<file path="src/rtl/key_press_decoder_if.sv">
// Key gesture bus between the debounce filter side and key_press_decoder.
//   press        : one-cycle debounced press event
//   key_n        : debounced key level, 0 = held, 1 = released
//   short_press  : one-cycle pulse, single short press confirmed
//   double_click : one-cycle pulse, second press within the gap window
//   long_press   : one-cycle pulse, key held long enough
//   repeat_tick  : one-cycle auto-repeat pulse during a long hold
//   busy         : decoder is inside a gesture
// master drives press/key_n; slave (the decoder) drives the results.
interface key_press_decoder_if;
    logic press;
    logic key_n;
    logic short_press;
    logic double_click;
    logic long_press;
    logic repeat_tick;
    logic busy;

    modport master (
        output press,
        output key_n,
        input  short_press,
        input  double_click,
        input  long_press,
        input  repeat_tick,
        input  busy
    );

    modport slave (
        input  press,
        input  key_n,
        output short_press,
        output double_click,
        output long_press,
        output repeat_tick,
        output busy
    );
endinterface

</file>
<file path="src/rtl/key_press_decoder.sv">
// Classifies debounced key gestures into short press, double click and long
// press, and emits auto-repeat ticks while a long press is held.
//   clk  : system clock, all logic on posedge
//   rst  : asynchronous reset, active-low
//   kif  : key_press_decoder_if.slave (press/key_n in, pulses + busy out)
// All outputs are registered; every pulse lasts exactly one cycle.
module key_press_decoder #(
    parameter int CNT_W      = 20,
    parameter int LONG_MAX   = 1000,
    parameter int DBL_GAP    = 500,
    parameter int REPEAT_MAX = 200
) (
    input  logic                clk,
    input  logic                rst,
    key_press_decoder_if.slave  kif
);

    typedef enum logic [2:0] {
        IDLE,
        HELD,
        LONG,
        WAIT2,
        HELD2
    } state_t;

    localparam logic [CNT_W-1:0] LONG_LAST = CNT_W'(LONG_MAX - 1);
    localparam logic [CNT_W-1:0] DBL_LAST  = CNT_W'(DBL_GAP - 1);
    localparam logic [CNT_W-1:0] REP_LAST  = CNT_W'(REPEAT_MAX - 1);
    localparam logic [CNT_W-1:0] CNT_ONE   = CNT_W'(1);

    state_t           state_q, state_d;
    logic [CNT_W-1:0] cnt_q, cnt_d;
    logic             short_q, short_d;
    logic             dbl_q, dbl_d;
    logic             long_q, long_d;
    logic             tick_q, tick_d;
    logic             busy_q;

    always_comb begin
        state_d = state_q;
        cnt_d   = cnt_q;
        short_d = 1'b0;
        dbl_d   = 1'b0;
        long_d  = 1'b0;
        tick_d  = 1'b0;

        case (state_q)
            IDLE: begin
                if (kif.press) begin
                    state_d = HELD;
                    cnt_d   = '0;
                end
            end
            HELD: begin
                // Release beats the long-press threshold in the same cycle.
                if (kif.key_n) begin
                    state_d = WAIT2;
                    cnt_d   = '0;
                end else if (cnt_q == LONG_LAST) begin
                    long_d  = 1'b1;
                    state_d = LONG;
                    cnt_d   = '0;
                end else begin
                    cnt_d = cnt_q + CNT_ONE;
                end
            end
            LONG: begin
                if (kif.key_n) begin
                    state_d = IDLE;
                    cnt_d   = '0;
                end else if (cnt_q == REP_LAST) begin
                    tick_d = 1'b1;
                    cnt_d  = '0;
                end else begin
                    cnt_d = cnt_q + CNT_ONE;
                end
            end
            WAIT2: begin
                // A second press beats the gap timeout in the same cycle.
                if (kif.press) begin
                    dbl_d   = 1'b1;
                    state_d = HELD2;
                    cnt_d   = '0;
                end else if (cnt_q == DBL_LAST) begin
                    short_d = 1'b1;
                    state_d = IDLE;
                    cnt_d   = '0;
                end else begin
                    cnt_d = cnt_q + CNT_ONE;
                end
            end
            HELD2: begin
                if (kif.key_n) begin
                    state_d = IDLE;
                    cnt_d   = '0;
                end
            end
            default: begin
                state_d = IDLE;
                cnt_d   = '0;
            end
        endcase
    end

    always_ff @(posedge clk or negedge rst) begin
        if (!rst) begin
            state_q <= IDLE;
            cnt_q   <= '0;
            short_q <= 1'b0;
            dbl_q   <= 1'b0;
            long_q  <= 1'b0;
            tick_q  <= 1'b0;
            busy_q  <= 1'b0;
        end else begin
            state_q <= state_d;
            cnt_q   <= cnt_d;
            short_q <= short_d;
            dbl_q   <= dbl_d;
            long_q  <= long_d;
            tick_q  <= tick_d;
            busy_q  <= (state_d != IDLE);
        end
    end

    assign kif.short_press  = short_q;
    assign kif.double_click = dbl_q;
    assign kif.long_press   = long_q;
    assign kif.repeat_tick  = tick_q;
    assign kif.busy         = busy_q;

endmodule

</file>
<file path="src/flat_wrapper.sv">
// flat-port wrapper written by rule: the top's interface ports become plain ports
module key_press_decoder_flat 
#(
    parameter int CNT_W      = 20,
    parameter int LONG_MAX   = 1000,
    parameter int DBL_GAP    = 500,
    parameter int REPEAT_MAX = 200
)
  (clk, rst, kif_press, kif_key_n, kif_short_press, kif_double_click, kif_long_press, kif_repeat_tick, kif_busy);
  key_press_decoder_if kif_i ();
  input  logic clk;
  input  logic rst;
  input wire logic [$bits(kif_i.press)-1:0] kif_press;
  input wire logic [$bits(kif_i.key_n)-1:0] kif_key_n;
  output wire logic [$bits(kif_i.short_press)-1:0] kif_short_press;
  output wire logic [$bits(kif_i.double_click)-1:0] kif_double_click;
  output wire logic [$bits(kif_i.long_press)-1:0] kif_long_press;
  output wire logic [$bits(kif_i.repeat_tick)-1:0] kif_repeat_tick;
  output wire logic [$bits(kif_i.busy)-1:0] kif_busy;
  assign kif_i.press = kif_press;
  assign kif_i.key_n = kif_key_n;
  assign kif_short_press = kif_i.short_press;
  assign kif_double_click = kif_i.double_click;
  assign kif_long_press = kif_i.long_press;
  assign kif_repeat_tick = kif_i.repeat_tick;
  assign kif_busy = kif_i.busy;
  key_press_decoder #(.CNT_W(CNT_W), .LONG_MAX(LONG_MAX), .DBL_GAP(DBL_GAP), .REPEAT_MAX(REPEAT_MAX)) u_core (.clk(clk), .rst(rst), .kif(kif_i));
endmodule
</file>
<file path="config.mk">
export PLATFORM = sky130hd
export DESIGN_NAME = key_press_decoder_flat
export DESIGN_NICKNAME = d
export VERILOG_FILES = /design/src/rtl/key_press_decoder_if.sv /design/src/rtl/key_press_decoder.sv /design/src/flat_wrapper.sv
export SDC_FILE = /design/constraint.sdc
export NUM_CORES = 1
export LEC_CHECK = 0
export CORE_MARGIN = 2
export CORE_UTILIZATION = 58
export DETAILED_ROUTE_END_ITERATION = 8
export GPL_TIMING_DRIVEN = 0
export PLACE_DENSITY_LB_ADDON = 0.3
export SLEW_MARGIN = 10
export SYNTH_ARGS = -nofsm -noshare
export SYNTH_HDL_FRONTEND = slang
export SYNTH_SLANG_ARGS = --single-unit
</file>
<file path="constraint.sdc">
create_clock -name clk -period 2.4 [get_ports clk]
set_input_delay 0.24 -clock clk [delete_from_list [all_inputs] [get_ports clk]]
set_output_delay 0.24 -clock clk [all_outputs]
set_load 0.005 [all_outputs]
</file>
=== Yosys cells after proc, flatten, opt, wreduce, memory -nomap -nowiden ===
Cells that the tools add are included.

* Register bits after elaboration: 28
* Output and inout port bits: 5
* Word-level logic and storage cells: 48

* Add/sub/neg operators: 1
* Eq/ne operators: 9
* Multiplexer cells: 27
* Reductions and logical operators: 4

{| class="wikitable"
|+ Operators by type and width
! cell !! count
|-
| $mux W20 || 8
|-
| $pmux W20 S5 || 1
|-
| $add A20 B1 Y20 const B || 1
|-
| $eq A20 B10 Y1 const B || 1
|-
| $eq A20 B8 Y1 const B || 1
|-
| $eq A20 B9 Y1 const B || 1
|-
| $mux W3 || 6
|-
| $pmux W3 S4 || 1
|-
| $mux W1 || 11
|-
| $eq A3 B2 Y1 const B || 2
|-
| $ne A2 B2 Y1 const B || 2
|-
| $eq A3 B1 Y1 const B || 1
|-
| $eq A3 B3 Y1 const B || 1
|-
| $logic_not A3 Y1 || 1
|-
| $reduce_bool A3 Y1 || 1
|-
| $reduce_and A2 Y1 || 1
|-
| $reduce_or A2 Y1 || 1
|}

=== Longest topological paths before layout ===
* Depth after elaboration: 5
* Gate-level depth with buffers: 8
* Mapped depth without buffers: 6

=== Least setup slack after synthesis ===
OpenSTA, ideal clock, no wires.

* Kind: register to register
* Start point: register u_core.cnt_q[0]
* End point: register u_core.cnt_q[13]
* Library setup time: 0.120 ns
* Arrival time: 1.916 ns
* Required time: 2.280 ns
* Path slack: 0.364 ns
* Stages on the path, launching flop included: 7
* Buffers on the path: 0
* Cell sequence: dfrtp_1 -> ha_1 -> nand3_1 -> nor3b_2 -> a31oi_2 -> o41a_1 -> a31o_2

* Word-level cells in the longest chain between the ends: 4
* Elaborated cells on any way between the ends: 11
* Those cells by class: add/sub: 1; eq/ne: 3; mux: 7

{| class="wikitable"
|+ Ends and longest elaborated chain
! element !! line !! RTL
|-
| start, declared || key_press_decoder.sv:32 || <nowiki>logic [CNT_W-1:0] cnt_q, cnt_d;</nowiki>
|-
| start signal, assigned || key_press_decoder.sv:116 || <nowiki>cnt_q <= cnt_d;</nowiki>
|-
| $add A20 B1 Y20 (tied with other cells) || key_press_decoder.sv:64, key_press_decoder.sv:75, key_press_decoder.sv:89 ||
|-
| $mux W20, on equally long branches || key_press_decoder.sv:84, key_press_decoder.sv:71, key_press_decoder.sv:59 ||
|-
| $mux W20, on equally long branches || key_press_decoder.sv:80, key_press_decoder.sv:68, key_press_decoder.sv:56 ||
|-
| $pmux W20 S5 * || key_press_decoder.sv:47 || <nowiki>case (state_q)</nowiki>
|}

Every way passes the cells marked *; elsewhere a longest branch is shown, timed or not.
A chain may end at the register's enable or synchronous reset.

=== Worst setup path in the final report ===
* Start point: register u_core.cnt_q[0]
* End point: register u_core.busy_q (netlist: u_core.kif.busy)

* Word-level cells in the longest chain between the ends: 5
* Elaborated cells on any way between the ends: 8
* Those cells by class: eq/ne: 2; mux: 5; reduce/logical: 1

{| class="wikitable"
|+ Ends and longest elaborated chain
! element !! line !! RTL
|-
| $eq A20 B9 Y1 / $eq A20 B10 Y1 (equally long branches) || key_press_decoder.sv:84, key_press_decoder.sv:59 ||
|-
| $mux W3, on equally long branches || key_press_decoder.sv:84, key_press_decoder.sv:59 ||
|-
| $mux W3, on equally long branches || key_press_decoder.sv:80, key_press_decoder.sv:56 ||
|-
| $pmux W3 S4 * || key_press_decoder.sv:47 ||
|-
| net u_core.state_d[0] || key_press_decoder.sv:31 || <nowiki>state_t state_q, state_d;</nowiki>
|-
| $reduce_bool A3 Y1 * || key_press_decoder.sv:121 || <nowiki>busy_q <= (state_d != IDLE);</nowiki>
|-
| end signal, assigned || key_press_decoder.sv:121 ||
|-
| end, declared || key_press_decoder.sv:37 || <nowiki>logic busy_q;</nowiki>
|}

Mark *: on every way through the listed nets, which the timed path passes. The rest lies on a longest branch.

==> impl_metrics.json <==
{
  "finalMaxSlewViolations": 0,
  "synth_top_area_frac": 0.436,
  "fp.dieH_um": 56.6,
  "async_flop_share": 1.00,
  "swShare": 0.373,
  "yosysUniqueCellTypes": 46,
  "post-route-util": 0.688,
  "post-place-ws_ps": -73.8,
  "total_leakage_power_nw": 0.712,
  "coreArea_mm2": 0.00269,
  "cts-root-buf": "clkbuf_4",
  "dr.pass1.iters": 4,
  "fmaxAchievable_mhz": 440,
  "internal_power_mw": 0.915,
  "reg2reg_slack_ps": 120,
  "ys_warn_count": 0,
  "portBuffers": 8,
  "avgSynthCellArea_um2": 9.51,
  "grt-ovfl-total": 0,
  "power_mw": 1.46,
  "drive_gt1_frac": 0.162,
  "power.density_mw_per_mm2": 789,
  "maxCapViolations": 0,
  "criticalPathCategory": "flip-flop to flip-flop",
  "placedInstanceArea_mm2": 0.00173,
  "vias": 1493,
  "share_seq_of_total_power": 0.395,
  "crit_fanout": 5,
  "hold-worst-slack_ps": 409,
  "syn_area_mm2": 0.00161,
  "drcViolationCount": 0,
  "syn-num-nets": 174,
  "grt_pass1_wl_mm": 6.53,
  "cts.path.max_buffers": 2,
  "dpl.hpwl_mm": 2.85,
  "fin_crit_sh": 0.948,
  "dp_cells": 208,
  "antenna_cells": 0,
  "routed_wirelength_mm": 4.02,
  "instances_no_fill": 216,
  "setup_ws_ps": 125,
  "cts_buffers": 3,
  "hold_violations": 0,
  "pin_count": 9,
  "nets": 191,
  "clock_power_share": 0.217,
  "period_needed_ps": 2280,
  "area_growth_pct": 15.1,
  "p_sw_mw": 0.544,
  "synth_top_cell_by_area": "dfrtp_1",
  "hp-class": "input port to async pin",
  "grt_pass1_vias": 1444,
  "grt_max_degree": 29,
  "final.fill_count": 198,
  "slew_headroom": 0.588,
  "status": "finished, final reports clean",
  "initial_core_util": 0.598,
  "tns_ps": 0,
  "h-tree-depth": 1,
  "synth_edf_count": 0,
  "clk_latency_ps": 350,
  "seq_area_frac_synth": 0.436,
  "synthCells": 169,
  "grt_usage": 0.265,
  "tritoncts": "yes",
  "end_kind": "flip-flop",
  "std_cell_rows": 19,
  "vias_per_cell": 6.91,
  "die_w_um": 56.6,
  "clk_pin_slew_ps": 160,
  "dieArea_mm2": 0.00321,
  "worst_pin_slew_ps": 619,
  "synth.area.top_cells": "dfrtp_1 (44%), o32ai_1 (3.8%), nand2_1 (3.5%), o21ai_0 (3.4%), nand4_1 (3.1%)",
  "arrival_ps": 2500,
  "start_kind": "flip-flop",
  "setup_viol": 0,
  "rsz0062_at_grt": "false",
  "multi_input_area_um2": 871,
  "skew_ps": 11.0,
  "wire_per_inst_um": 18.6,
  "final_area_mm2": 0.00185,
  "ff_latch_area_um2": 701,
  "synth_ff_type": "dfrtp_1",
  "ir_worst_vdd_mv": 0.735,
  "dr.first_iter.drc_count": 89,
  "pwr-share-comb": 0.389,
  "antenna_left": 0,
  "synth_seq_cells": 28,
  "crit_required_ps": 2630,
  "gp_congestion": 0.909,
  "grt_antenna_before_repair": 0,
  "cts_sinks": 28
}
## metal layers
layer,up-vias,wire [um],global-route usage
met2,84,1970,0.429
li1,684,-,-
met1,713,1640,0.331
met5,-,0,0
met4,0,113,0.170
met3,12,300,0.0346
## synthesized netlist by cell type (3+ instances only)
master   instances
nor3_1           6
or2_2            3
o22ai_1          5
and2_1           3
nor4_1           4
inv_1            8
nand2_1         15
o31ai_1          6
nand3_1          8
dfrtp_1         28
nand4_1          8
o21ai_0         11
nor2_1          10
o32ai_1          7
and3_1           3
## cell usage in the layout, fill, tap and decap left out, types with 2 or more instances in the layout
cell	netlist	routed
nand4_1	8	8
buf_4	1	4
o21ai_0	11	11
and2_1	3	3
buf_2	2	2
clkbuf_2	2	2
a21oi_1	2	2
nor4_4	2	2
a31o_2	2	2
a31oi_1	2	2
o41ai_1	2	2
inv_1	8	8
nand2_1	15	15
dfrtp_1	28	28
nor4_1	4	2
nand2b_1	2	2
nand3_1	8	8
o31ai_1	6	6
o32ai_1	7	7
nor3_1	6	6
clkbuf_1	2	2
mux2i_1	2	2
or3_1	2	2
clkbuf_4	0	4
clkdlybuf4s50_1	0	7
and3_1	3	3
nor2_1	10	10
or2_2	3	3
nor4_2	0	2
o311ai_0	2	2
o22ai_1	5	5
## flip-flops by register name (all words and copies together) (netlist names)
register	cells
u_core.cnt_q	20
u_core.state_q	3
u_core.kif.busy	1
u_core.kif.double_click	1
u_core.kif.long_press	1
u_core.kif.repeat_tick	1
u_core.kif.short_press	1
## critical path: stages (launching register included)
cell      delay (ps)
dfrtp_1          460
ha_1             240
nand3_1          150
nor3b_4          180
buf_4            180
buf_4            120
a311oi_1          80
a311o_1          370
or3_1            370
## cell type report
| cell class | count | share of cell area |
|---|---|---|
| multi-input cells | 125 | 0.471 |
| flip-flops and latches | 28 | 0.379 |
| repair buffers | 12 | 0.0582 |
| plain buffers | 8 | 0.0264 |
| well taps | 31 | 0.0210 |
| clock inverters | 1 | 0.0162 |
| inverters | 8 | 0.0162 |
| clock buffers | 3 | 0.0122 |
## path summary, 6_finish.rpt
check | from | cells past startpoint | to
hold reg to reg | u_core.cnt_q[19] | 1 | u_core.cnt_q[19]
hold / removal | rst | 2 | u_core.cnt_q[2]
setup / recovery | u_core.cnt_q[0] | 8 | u_core.kif.busy
max in group asynchronous | rst | 2 | u_core.kif.double_click
setup reg to reg | u_core.cnt_q[0] | 8 | u_core.kif.busy
min in group clk | u_core.cnt_q[19] | 1 | u_core.cnt_q[19]
## power by group through the flow
stage	logic (mW)	registers, mW	clock network, mW
floorplan	0.353	0.568	0
global placement	0.484	0.575	0
detailed placement	0.501	0.581	0
CTS	0.516	0.572	0.318
global route	0.597	0.583	0.337
finish	0.567	0.576	0.316
## logic make-up after synthesis
kind of cell	count (synthesis)	synth area share
AO/OA/AOI/OAI	48	0.219
multiplexers	2	0.0125
buffers and inverters	16	0.0475
AND/OR/NAND/NOR	73	0.272
XOR/XNOR	1	0.00545
flip-flops	28	0.436
adder cells (fa/ha/maj)	1	0.00779
## timing repair
item | CTS | global route
pin swaps | 0 | 2
hold endpoints to repair | 0 | 28
resized for setup | 2 | 5
cloned | 0 | 0
setup buffers | 0 | 3
setup endpoints to repair | 13 | 14
hold buffers | 0 | 1
Power figures use the tool's default switching activity.
